[src/rtl/imem_port_arbiter.sv]
// Two-port arbiter (fetch F, loader L) in front of one synchronous-read instruction memory.
// Optional range/alignment checking with f_err/l_err outputs when IMEM_ARB_RANGECHK_EN is defined.
module imem_port_arbiter #(
  parameter int AW = 10,
  parameter int DW = 32
) (
  input  logic          clk,
  input  logic          reset,
  input  logic          f_req,
  input  logic [31:0]   f_addr,
  output logic          f_gnt,
  output logic          f_rvalid,
  output logic [DW-1:0] f_rdata,
  input  logic          l_req,
  input  logic          l_we,
  input  logic [31:0]   l_addr,
  input  logic [DW-1:0] l_wdata,
  input  logic          l_lock,
  output logic          l_gnt,
  output logic          l_rvalid,
  output logic [DW-1:0] l_rdata,
  output logic          locked,
  output logic          m_en,
  output logic          m_we,
  output logic [AW-1:0] m_addr,
  output logic [DW-1:0] m_wdata,
`ifdef IMEM_ARB_RANGECHK_EN
  output logic          f_err,
  output logic          l_err,
`endif
  input  logic [DW-1:0] m_rdata
);

  // Handshake: a request is held until its gnt is seen high in the same cycle;
  // read data follows exactly one cycle after a granted read, flagged by rvalid.

  typedef enum logic {ST_SHARED = 1'b0, ST_LOCKED = 1'b1} state_t;

  state_t        r_state;
  state_t        w_state_nxt;
  logic          r_prio_l;
  logic          w_f_win;
  logic          w_l_win;
  logic          w_f_bad;
  logic          w_l_bad;
  logic          r_f_rd;
  logic          r_l_rd;
  logic          r_f_err;
  logic          r_l_err;
  logic [DW-1:0] r_f_hold;
  logic [DW-1:0] r_l_hold;

`ifdef IMEM_ARB_RANGECHK_EN
  assign w_f_bad = (f_addr[31:AW+2] != '0) || (f_addr[1:0] != 2'b00);
  assign w_l_bad = (l_addr[31:AW+2] != '0) || (l_addr[1:0] != 2'b00);
  assign f_err   = !reset && r_f_err;
  assign l_err   = !reset && r_l_err;
`else
  logic w_unused;
  assign w_unused = ^{f_addr[31:AW+2], f_addr[1:0], l_addr[31:AW+2], l_addr[1:0]};
  assign w_f_bad  = 1'b0;
  assign w_l_bad  = 1'b0;
`endif

  always_ff @(posedge clk) begin
    if (reset) r_state <= ST_SHARED;
    else       r_state <= w_state_nxt;
  end

  // Entering LOCKED waits for a cycle with no F read issued, so lock never races a fetch grant.
  always_comb begin
    w_state_nxt = r_state;
    case (r_state)
      ST_SHARED: if (l_lock && !w_f_win) w_state_nxt = ST_LOCKED;
      ST_LOCKED: if (!l_lock)            w_state_nxt = ST_SHARED;
      default:   w_state_nxt = ST_SHARED;
    endcase
  end

  always_comb begin
    w_f_win = 1'b0;
    w_l_win = 1'b0;
    if (!reset) begin
      if (r_state == ST_LOCKED) begin
        w_l_win = l_req;
      end else begin
        w_f_win = f_req && (!l_req || !r_prio_l);
        w_l_win = l_req && (!f_req ||  r_prio_l);
      end
    end
    f_gnt   = w_f_win;
    l_gnt   = w_l_win;
    locked  = !reset && (r_state == ST_LOCKED);
    m_en    = (w_f_win && !w_f_bad) || (w_l_win && !w_l_bad);
    m_we    = w_l_win && l_we && !w_l_bad;
    m_addr  = '0;
    m_wdata = '0;
    if (w_f_win)      m_addr = f_addr[AW+1:2];
    else if (w_l_win) m_addr = l_addr[AW+1:2];
    if (w_l_win && l_we) m_wdata = l_wdata;
  end

  // Priority only moves on contended SHARED grants, towards the port that lost.
  always_ff @(posedge clk) begin
    if (reset) r_prio_l <= 1'b0;
    else if (r_state == ST_SHARED && f_req && l_req) r_prio_l <= ~r_prio_l;
  end

  always_ff @(posedge clk) begin
    if (reset) begin
      r_f_rd  <= 1'b0;
      r_l_rd  <= 1'b0;
      r_f_err <= 1'b0;
      r_l_err <= 1'b0;
    end else begin
      r_f_rd  <= w_f_win && !w_f_bad;
      r_l_rd  <= w_l_win && !l_we && !w_l_bad;
      r_f_err <= w_f_win && w_f_bad;
      r_l_err <= w_l_win && w_l_bad;
    end
  end

  always_ff @(posedge clk) begin
    if (reset) begin
      r_f_hold <= '0;
      r_l_hold <= '0;
    end else begin
      if (r_f_rd)       r_f_hold <= m_rdata;
      else if (r_f_err) r_f_hold <= '0;
      if (r_l_rd)       r_l_hold <= m_rdata;
      else if (r_l_err) r_l_hold <= '0;
    end
  end

  always_comb begin
    f_rvalid = !reset && (r_f_rd || r_f_err);
    l_rvalid = !reset && (r_l_rd || r_l_err);
    f_rdata  = r_f_hold;
    l_rdata  = r_l_hold;
    if (r_f_rd)       f_rdata = m_rdata;
    else if (r_f_err) f_rdata = '0;
    if (r_l_rd)       l_rdata = m_rdata;
    else if (r_l_err) l_rdata = '0;
    if (reset) begin
      f_rdata = '0;
      l_rdata = '0;
    end
  end

endmodule

[config.mk]
export PLATFORM = sky130hd
export DESIGN_NAME = imem_port_arbiter
export DESIGN_NICKNAME = d
export VERILOG_FILES = /design/src/rtl/imem_port_arbiter.sv
export SDC_FILE = /design/constraint.sdc
export NUM_CORES = 1
export LEC_CHECK = 0
export ABC_AREA = 1
export CORE_ASPECT_RATIO = 0.5
export CORE_MARGIN = 4
export CORE_UTILIZATION = 35
export CTS_BUF_LIST = sky130_fd_sc_hd__clkbuf_8
export CTS_CLUSTER_DIAMETER = 60
export DETAILED_ROUTE_END_ITERATION = 12
export DONT_BUFFER_PORTS = 1
export PLACE_DENSITY = 0.63
export SETUP_SLACK_MARGIN = 0.02
export SYNTH_ARGS = -nofsm -noshare
export SYNTH_HDL_FRONTEND = slang
export SYNTH_SLANG_ARGS = --single-unit
[constraint.sdc]
create_clock -name clk -period 0.8 [get_ports clk]
set_input_delay 0 -clock clk [delete_from_list [all_inputs] [get_ports clk]]
set_output_delay 0 -clock clk [all_outputs]
set_load 0.01 [all_outputs]
-- Yosys cells after proc, flatten, opt, wreduce, memory -nomap -nowiden
Cells that the tools add are included.
- register bits after elaboration: 68
- bits of input ports: 134
- logic and storage cells: 41
- bitwise logic cells: 2
- mux-type cells: 14
- reductions and logical operators: 19
- operator list (kind ; count):
    2-to-1 mux 32 bit ; 5
    2-to-1 mux 10 bit ; 2
    logical AND 1 bit ; 10
    logical NOT 1 bit ; 6
    2-to-1 mux 1 bit ; 6
    logical OR 1 bit ; 3
    inverter 1 bit ; 2
    case mux 1 bit (2 select lines) ; 1

-- Depth between registers and ports, before layout
Gate-level depths: netlist of run 1.
- depth in word-level cells: 9
- depth in mapped cells: 5

-- Worst setup path after synthesis of run 1
No wires, ideal clock.
- path kind: register to register
- from: register r_f_rd
- to: register r_f_hold[10]
- cell stages (with the launch flop): 4
- setup slack: -0.193 ns
- buffers on the path: 1
- arrival time: 0.891 ns
- cells stage by stage: dfxtp_1 -> clkbuf_1 -> o21ai_0 -> nor2_1
- longest elaborated chain between the ends: 2
- RTL lines (what ; RTL line ; source):
    start, declared ; 46 ; logic r_f_rd;
    start signal, assigned ; 116 ; r_f_rd <= w_f_win && !w_f_bad;
    2-to-1 mux 32 bit (2 in a row) ; -- ;
    via f_rdata[10] ; 13 ; output logic [DW-1:0] f_rdata,
    end signal, assigned ; 128 ; if (r_f_rd) r_f_hold <= m_rdata;
    end, declared ; 50 ; logic [DW-1:0] r_f_hold;
The timed path passes the listed nets, and every way through them passes these cells.
A chain may end at the register's enable or synchronous reset.

-- Worst setup path in the final report of run 1
- from: register r_f_rd
- to: output port f_rdata[26]
- longest elaborated chain between the ends: 2
- RTL lines (what ; RTL line ; source):
    2-to-1 mux 32 bit ; 140 ; if (r_f_rd) f_rdata = m_rdata;
    2-to-1 mux 32 bit ; 144 ; if (reset) begin
    end, declared ; 13 ;
Every way passes these cells.

==> impl_metrics.py, run 1 <==
metrics = {
    "drt": {
        "firstDrtPassIters": 4,
        "postRouteAntennaNets": 0,
        "drtIter0Drc": 123,
        "drt_wl_total_um": 10920,
        "num_vias": 3032,
        "drt-wirelength-per-cell_um": 17.62,
        "drc": 0,
        "viasPerCell": 4.890,
    },
    "sta": {
        "skew_ns": 0.007180,
        "final.min_clock_period_ns": 1.352,
        "setup_tns_ns": -63.30,
        "fmax_mhz": 739.4,
        "slew_violations": 0,
        "setup_slack_ns": -0.5525,
        "period_share_pct": 169.1,
        "hold_viol_final": 65,
        "whs_ns": -0.2039,
        "setup_viol": 181,
        "grt_setup_unrepaired": "yes",
        "slew_headroom_pct": 81.73,
        "worst_pin_slew_ns": 0.2722,
    },
    "synthesis": {
        "netlist_instances": 413,
        "synth_top_area_cell": "dfxtp_1",
        "synth.most_common_cell": "nor2_1",
        "ys_types": 18,
        "ys_ff_latch": 68,
        "synthFlopType": "dfxtp_1",
        "ys_warn_count": 0,
        "synth_top_cell_area_share_pct": 47.12,
        "synthTopCellsByCount": "157 x nor2_1, 68 x dfxtp_1, 58 x o21ai_0",
        "synth_area_leaders": "dfxtp_1 47%, nor2_1 20%, o21ai_0 10%",
        "yosysSeqAreaShare_pct": 47.12,
        "syn_area_per_cell_um2": 6.995,
        "async_flop_share_pct": 0,
        "synth_fp_nets": 547,
        "synth_area_um2": 2889,
        "synth_edf_count": 0,
    },
    "grt": {
        "grt_use_total_pct": 20.55,
        "grt_max_degree": 44,
        "antenna_found_initial": 0,
        "grt_overflow": 0,
        "grt_pass1_wl_um": 16010,
        "grt_pass1_vias": 3144,
    },
    "critical_path": {
        "worst-setup-path-type": "reg -> out",
        "crit_path_start_kind": "flop",
        "cp_max_fo": 16,
        "cp.required_ns": 0.80,
        "crit_path_end_kind": "output pin",
        "worstPathArrival_ns": 1.35,
    },
    "placement": {
        "place_area_um2": 4549,
        "gp_congestion": 0.9319,
        "post-place-ws_ns": -0.1730,
        "port_buffers": 0,
        "numPlacedInstances": 585,
        "hpwl_um": 8024,
    },
    "cells_and_area": {
        "final_cells": 620,
        "final_util_pct": 66.62,
        "drive_above_1_share_pct": 71.26,
        "final_nets": 637,
        "fin_area_um2": 5349,
        "regArea_um2": 1371,
        "multi_input_area_um2": 2251,
        "syn_to_final_growth_pct": 85.15,
        "fillCellCount": 638,
        "num_antenna_cells": 0,
    },
    "flow_run": {
        "cap_violations": 0,
    },
    "pwr": {
        "irDropWorstVdd_uv": 1459,
        "power.total_mw": 9.128,
        "power_leakage_nw": 2.145,
        "powerDensity_nw_per_um2": 1706,
    },
    "die": {
        "io_pins": 247,
        "initial_core_util_pct": 35.98,
        "die_y_um": 72.25,
        "row_count": 23,
        "coreArea_um2": 8029,
        "dieArea_um2": 9860,
        "die_w_um": 136.5,
    },
    "clock_tree": {
        "cts_root_buf": "clkbuf_8",
        "numClockSinks": 68,
        "tritoncts": "built",
        "cts_hold_buffers": 4,
        "clock_latency_ns": 0.34,
        "htreeDepth": 3,
        "clk_path_buf_depth": 2,
        "cts_buffers": 9,
        "path_clk_slew_ns": 0.08,
    },
    "hold_path": {
        "hold_class": "in -> reg",
    },
    "outcome": {
        "violations": "hold timing, setup timing",
        "status": "finished with violations",
    },
}
placed cells by master, fill, tap and decap left out, drive strengths merged:
cell type	Yosys	layout
clkbuf	6	13
dlygate4sd3	0	4
nor2	168	168
clkinv	0	3
clkinvlp	0	1
nand3	13	13
nand4	11	11
dfxtp	68	68
o21ai	64	64
buf	21	98
nand2	18	18
bufinv	0	3
inv	44	44
per-layer routing:
layer | global-route usage (%) | part of all wire (%) | vias up
li1 | - | - | 1473
met4 | 4.358 | 0.86 | 0
met3 | 7.964 | 7.1 | 12
met5 | 0 | 0 | -
met2 | 37.73 | 52 | 112
met1 | 22.79 | 39 | 1435
kinds of logic (layout without fill, tap and decap cells):
group / count (synthesis) / in the layout / share of synthesized area, %
simple gates: 210 / 210 / 30.27
buf+inv: 71 / 166 / 11.52
flops: 68 / 68 / 47.12
compound gates: 64 / 64 / 11.09
path summary, 6_finish.rpt:
kind,start,slack (ns),cells after the start,endpoint
worst min-delay path,m_rdata[7],-0.20,2,r_f_hold[7]$_DFF_P_
worst max register to register,r_l_rd$_SDFF_PP0_,-0.25,5,r_l_hold[31]$_DFF_P_
worst max-delay path,r_f_rd$_SDFF_PP0_,-0.55,4,f_rdata[26]
worst min register to register,r_prio_l$_SDFFE_PP0P_,0.49,2,r_prio_l$_SDFFE_PP0P_
worst max-delay path: stages, from the launching register on:
cell and delay, ns:
dfxtp_4 0.39, buf_12 0.16, o21ai_1 0.26, nor2_4 0.07, buf_12 0.13
cell type report:
class / instances / share of cell area [%]
well taps: 112 / 2.620
clock buffers: 9 / 2.316
flip-flops and latches: 68 / 25.64
multi-input cells: 274 / 42.08
inverters: 44 / 3.392
repair buffers: 106 / 21.64
clock inverters: 7 / 2.316
power by group:
group | internal [mW] | total, mW | switching [mW] | leakage (nW)
Combinational | 0.889 | 1.96 | 1.07 | 1.47
Sequential | 3.58 | 3.70 | 0.116 | 0.559
Clock | 2.09 | 3.47 | 1.38 | 0.120
timing repair:
| item | CTS | global route |
|---|---|---|
| buffers inserted | 8 | 3 |
| cloned | 0 | 4 |
| hold endpoints to repair | 67 | 65 |
| pin swaps | 9 | 11 |
| resized for setup | 46 | 44 |
| setup endpoints to repair | 181 | 181 |
flip-flops by register name, summed over array words and instances, names as in the netlist:
name,cells
r_state,1
r_l_hold,32
r_l_rd,1
r_f_hold,32
r_f_rd,1
r_prio_l,1
Note: power is estimated with default switching activity, not from simulation.
==> run 2, diff against run 1 <==
--- a/config.mk
+++ b/config.mk
@@ -5,7 +5,6 @@
 export SDC_FILE = /design/constraint.sdc
 export NUM_CORES = 1
 export LEC_CHECK = 0
-export ABC_AREA = 1
 export CORE_ASPECT_RATIO = 0.5
 export CORE_MARGIN = 4
 export CORE_UTILIZATION = 35
==> impl_metrics.py, run 2 <==
metrics = {
    "outcome": {
        "status": "finished with violations",
        "violations": "hold timing, setup timing",
    },
    "cells_and_area": {
        "final_nets": 519,
        "num_antenna_cells": 0,
        "drive_above_1_share_pct": 53.73,
        "top_regs": "r_f_hold: 32 flops, r_l_hold: 32 flops",
        "fillCellCount": 582,
        "final_common_cell": "buf_4",
        "final_cell_mix": "84 x buf_4, 64 x dfxtp_1, 54 x nor2_1",
        "syn_to_final_growth_pct": 66.43,
        "fin_area_um2": 4683,
    },
    "sta": {
        "slew_violations": 0,
        "fmax_mhz": 643.5,
        "whs_ns": -0.2634,
        "worst_pin_slew_ns": 0.4138,
        "setup_viol": 181,
        "final.min_clock_period_ns": 1.554,
        "grt_setup_unrepaired": "yes",
        "skew_ns": 0.008372,
        "hold_viol_final": 67,
        "setup_slack_ns": -0.7541,
        "slew_headroom_pct": 72.24,
        "period_share_pct": 194.3,
    },
    "drt": {
        "viasPerCell": 5.056,
        "firstDrtPassIters": 4,
        "postRouteAntennaNets": 0,
        "drtIter0Drc": 138,
        "drt_wl_total_um": 10280,
        "num_vias": 2513,
        "drc": 0,
        "drt-wirelength-per-cell_um": 20.67,
    },
    "synthesis": {
        "syn_area_per_cell_um2": 10.12,
        "synth_simple_gate_area_share_pct": 18.23,
        "synth_top_family_by_area": "multiplexers",
        "synthTopCellsByCount": "68 x dfxtp_1, 65 x nor2_1, 64 x mux2i_1",
        "ys_types": 22,
        "synth_compound_area_share_pct": 4.624,
        "synth_top_cell_area_share_pct": 48.38,
        "synth_edf_count": 0,
        "async_flop_share_pct": 0,
        "ys_warn_count": 0,
        "ys_ff_latch": 68,
        "synth_fp_nets": 412,
        "netlist_instances": 278,
        "yosysSeqAreaShare_pct": 48.38,
        "synth_area_leaders": "dfxtp_1 48%, mux2i_1 23%, nor2_1 8.7%",
        "synth-xor-area-share_pct": 0.3112,
        "synthAdderAreaFrac_pct": 0,
        "synth.area.mux_share_pct": 22.77,
        "synth_area_um2": 2814,
        "synth.most_common_cell": "dfxtp_1",
        "synth_top_area_cell": "dfxtp_1",
        "synthFlopType": "dfxtp_1",
    },
    "grt": {
        "grt_use_total_pct": 20.88,
        "grt_pass1_wl_um": 15320,
        "busiest_layer": "met2",
        "grt_pass1_vias": 2694,
        "gr-usage-met1_pct": 23.48,
        "grt_overflow": 0,
        "use_met2_pct": 37.47,
        "antenna_found_initial": 0,
        "grt_max_degree": 73,
        "grtUsageMet3_pct": 7.714,
    },
    "clock_tree": {
        "cts_root_buf": "clkbuf_8",
        "clock_latency_ns": 0.34,
        "cts_buffers": 9,
        "clk_path_buf_depth": 2,
        "htreeDepth": 3,
        "numClockSinks": 68,
        "cts_hold_buffers": 1,
        "path_clk_slew_ns": 0.07,
        "tritoncts": "built",
    },
    "critical_path": {
        "worst_path_largest_cell_delay_ns": 0.33,
        "cp_max_fo": 6,
        "cp_common_cell": "buf_6",
        "worstPathArrival_ns": 1.55,
        "slowest_stage": "dfxtp_2",
        "worst-setup-path-type": "reg -> out",
        "crit_path_start_kind": "flop",
        "crit_path_end_kind": "output pin",
        "cp.required_ns": 0.80,
        "worstPathCellList": "nand2b_4, buf_6, a211oi_4, buf_6, a22o_1",
    },
    "die": {
        "coreArea_um2": 7570,
        "dieArea_um2": 9626,
        "initial_core_util_pct": 37.17,
        "die_y_um": 71.41,
        "die_w_um": 134.8,
        "row_count": 22,
        "io_pins": 247,
    },
    "placement": {
        "hpwl_um": 6148,
        "port_buffers": 0,
        "post-place-ws_ns": -0.3935,
        "gp_congestion": 0.7791,
        "place_area_um2": 3546,
    },
    "flow_run": {
        "cap_violations": 0,
    },
    "pwr": {
        "powerDensity_nw_per_um2": 1683,
        "irDropWorstVdd_uv": 845.3,
        "power.total_mw": 7.884,
        "power_leakage_nw": 1.918,
    },
    "hold_path": {
        "hold_class": "in -> reg",
    },
}
## run 2: area by class of cell
type	count	area, um^2	share of cell area (%)
Clock buffer	11	151.4	3.233
Clock inverter	4	48.80	1.042
Inverter	1	3.754	0.08015
Multi-Input combinational cell	192	1824	38.95
Sequential cell	68	1374	29.33
Tap cell	108	135.1	2.885
Timing Repair Buffer	113	1146	24.47
## run 2: final timing paths
kind	depth (start not counted)	to	slack, ns	startpoint
hold reg to reg	2	r_f_hold[19]$_DFF_P_	0.51	r_f_hold[19]$_DFF_P_
hold / removal	1	r_l_hold[1]$_DFF_P_	-0.26	reset
setup reg to reg	5	r_l_rd$_SDFF_PP0_	-0.42	r_state$_SDFF_PP0_
setup / recovery	5	m_addr[3]	-0.75	r_state$_SDFF_PP0_
## run 2: through the flow
| stage | std cells | utilization [%] | hold WS [ns] | setup TNS (ns) |
|---|---|---|---|---|
| finish | 497 | 61.87 | -0.2634 | -83.43 |
| global route | 497 | 61.87 | -0.2987 | -93.33 |
| CTS | 489 | 59.52 | -0.2902 | -84.00 |
| detailed placement | 435 | 46.84 | 0.04609 | -35.70 |
| global placement | 435 | 46.84 | 0.04402 | -32.01 |
| floorplan | 278 | - | 0.07161 | -23.55 |
## run 2: repair_timing
action,in CTS,in global routing
cloned,16,0
hold endpoints to repair,68,67
pin swaps,37,50
endpoints found under the setup margin,181,181
setup buffers,23,16
resized for setup,48,39
## run 2: worst max-delay path: cells and delay by family, from the launching register on
kind | cells | cell delay (ns)
and+or+nand+nor | 1 | 0.16
DFF | 1 | 0.33
buffers and inverters | 2 | 0.29
AOI/OAI and AO/OA | 2 | 0.43
## run 2: cell families after synthesis
kind of cell	count (synthesis)
simple gates	106
flops	68
mux	64
buf+inv	25
compound gates	14
xor+xnor	1
## run 2: where the power goes
part           switching, mW  total [mW]  internal (mW)
Combinational          0.636        1.48          0.843
Clock                   1.23        2.82           1.59
Sequential            0.0660        3.59           3.52
## run 2: metal layers
metal  vias to the layer above  wire length (um)
met5                         -                 0
met3                        16               726
li1                       1194                 -
met2                       104              5331
met1                      1199              4090
met4                         0               127
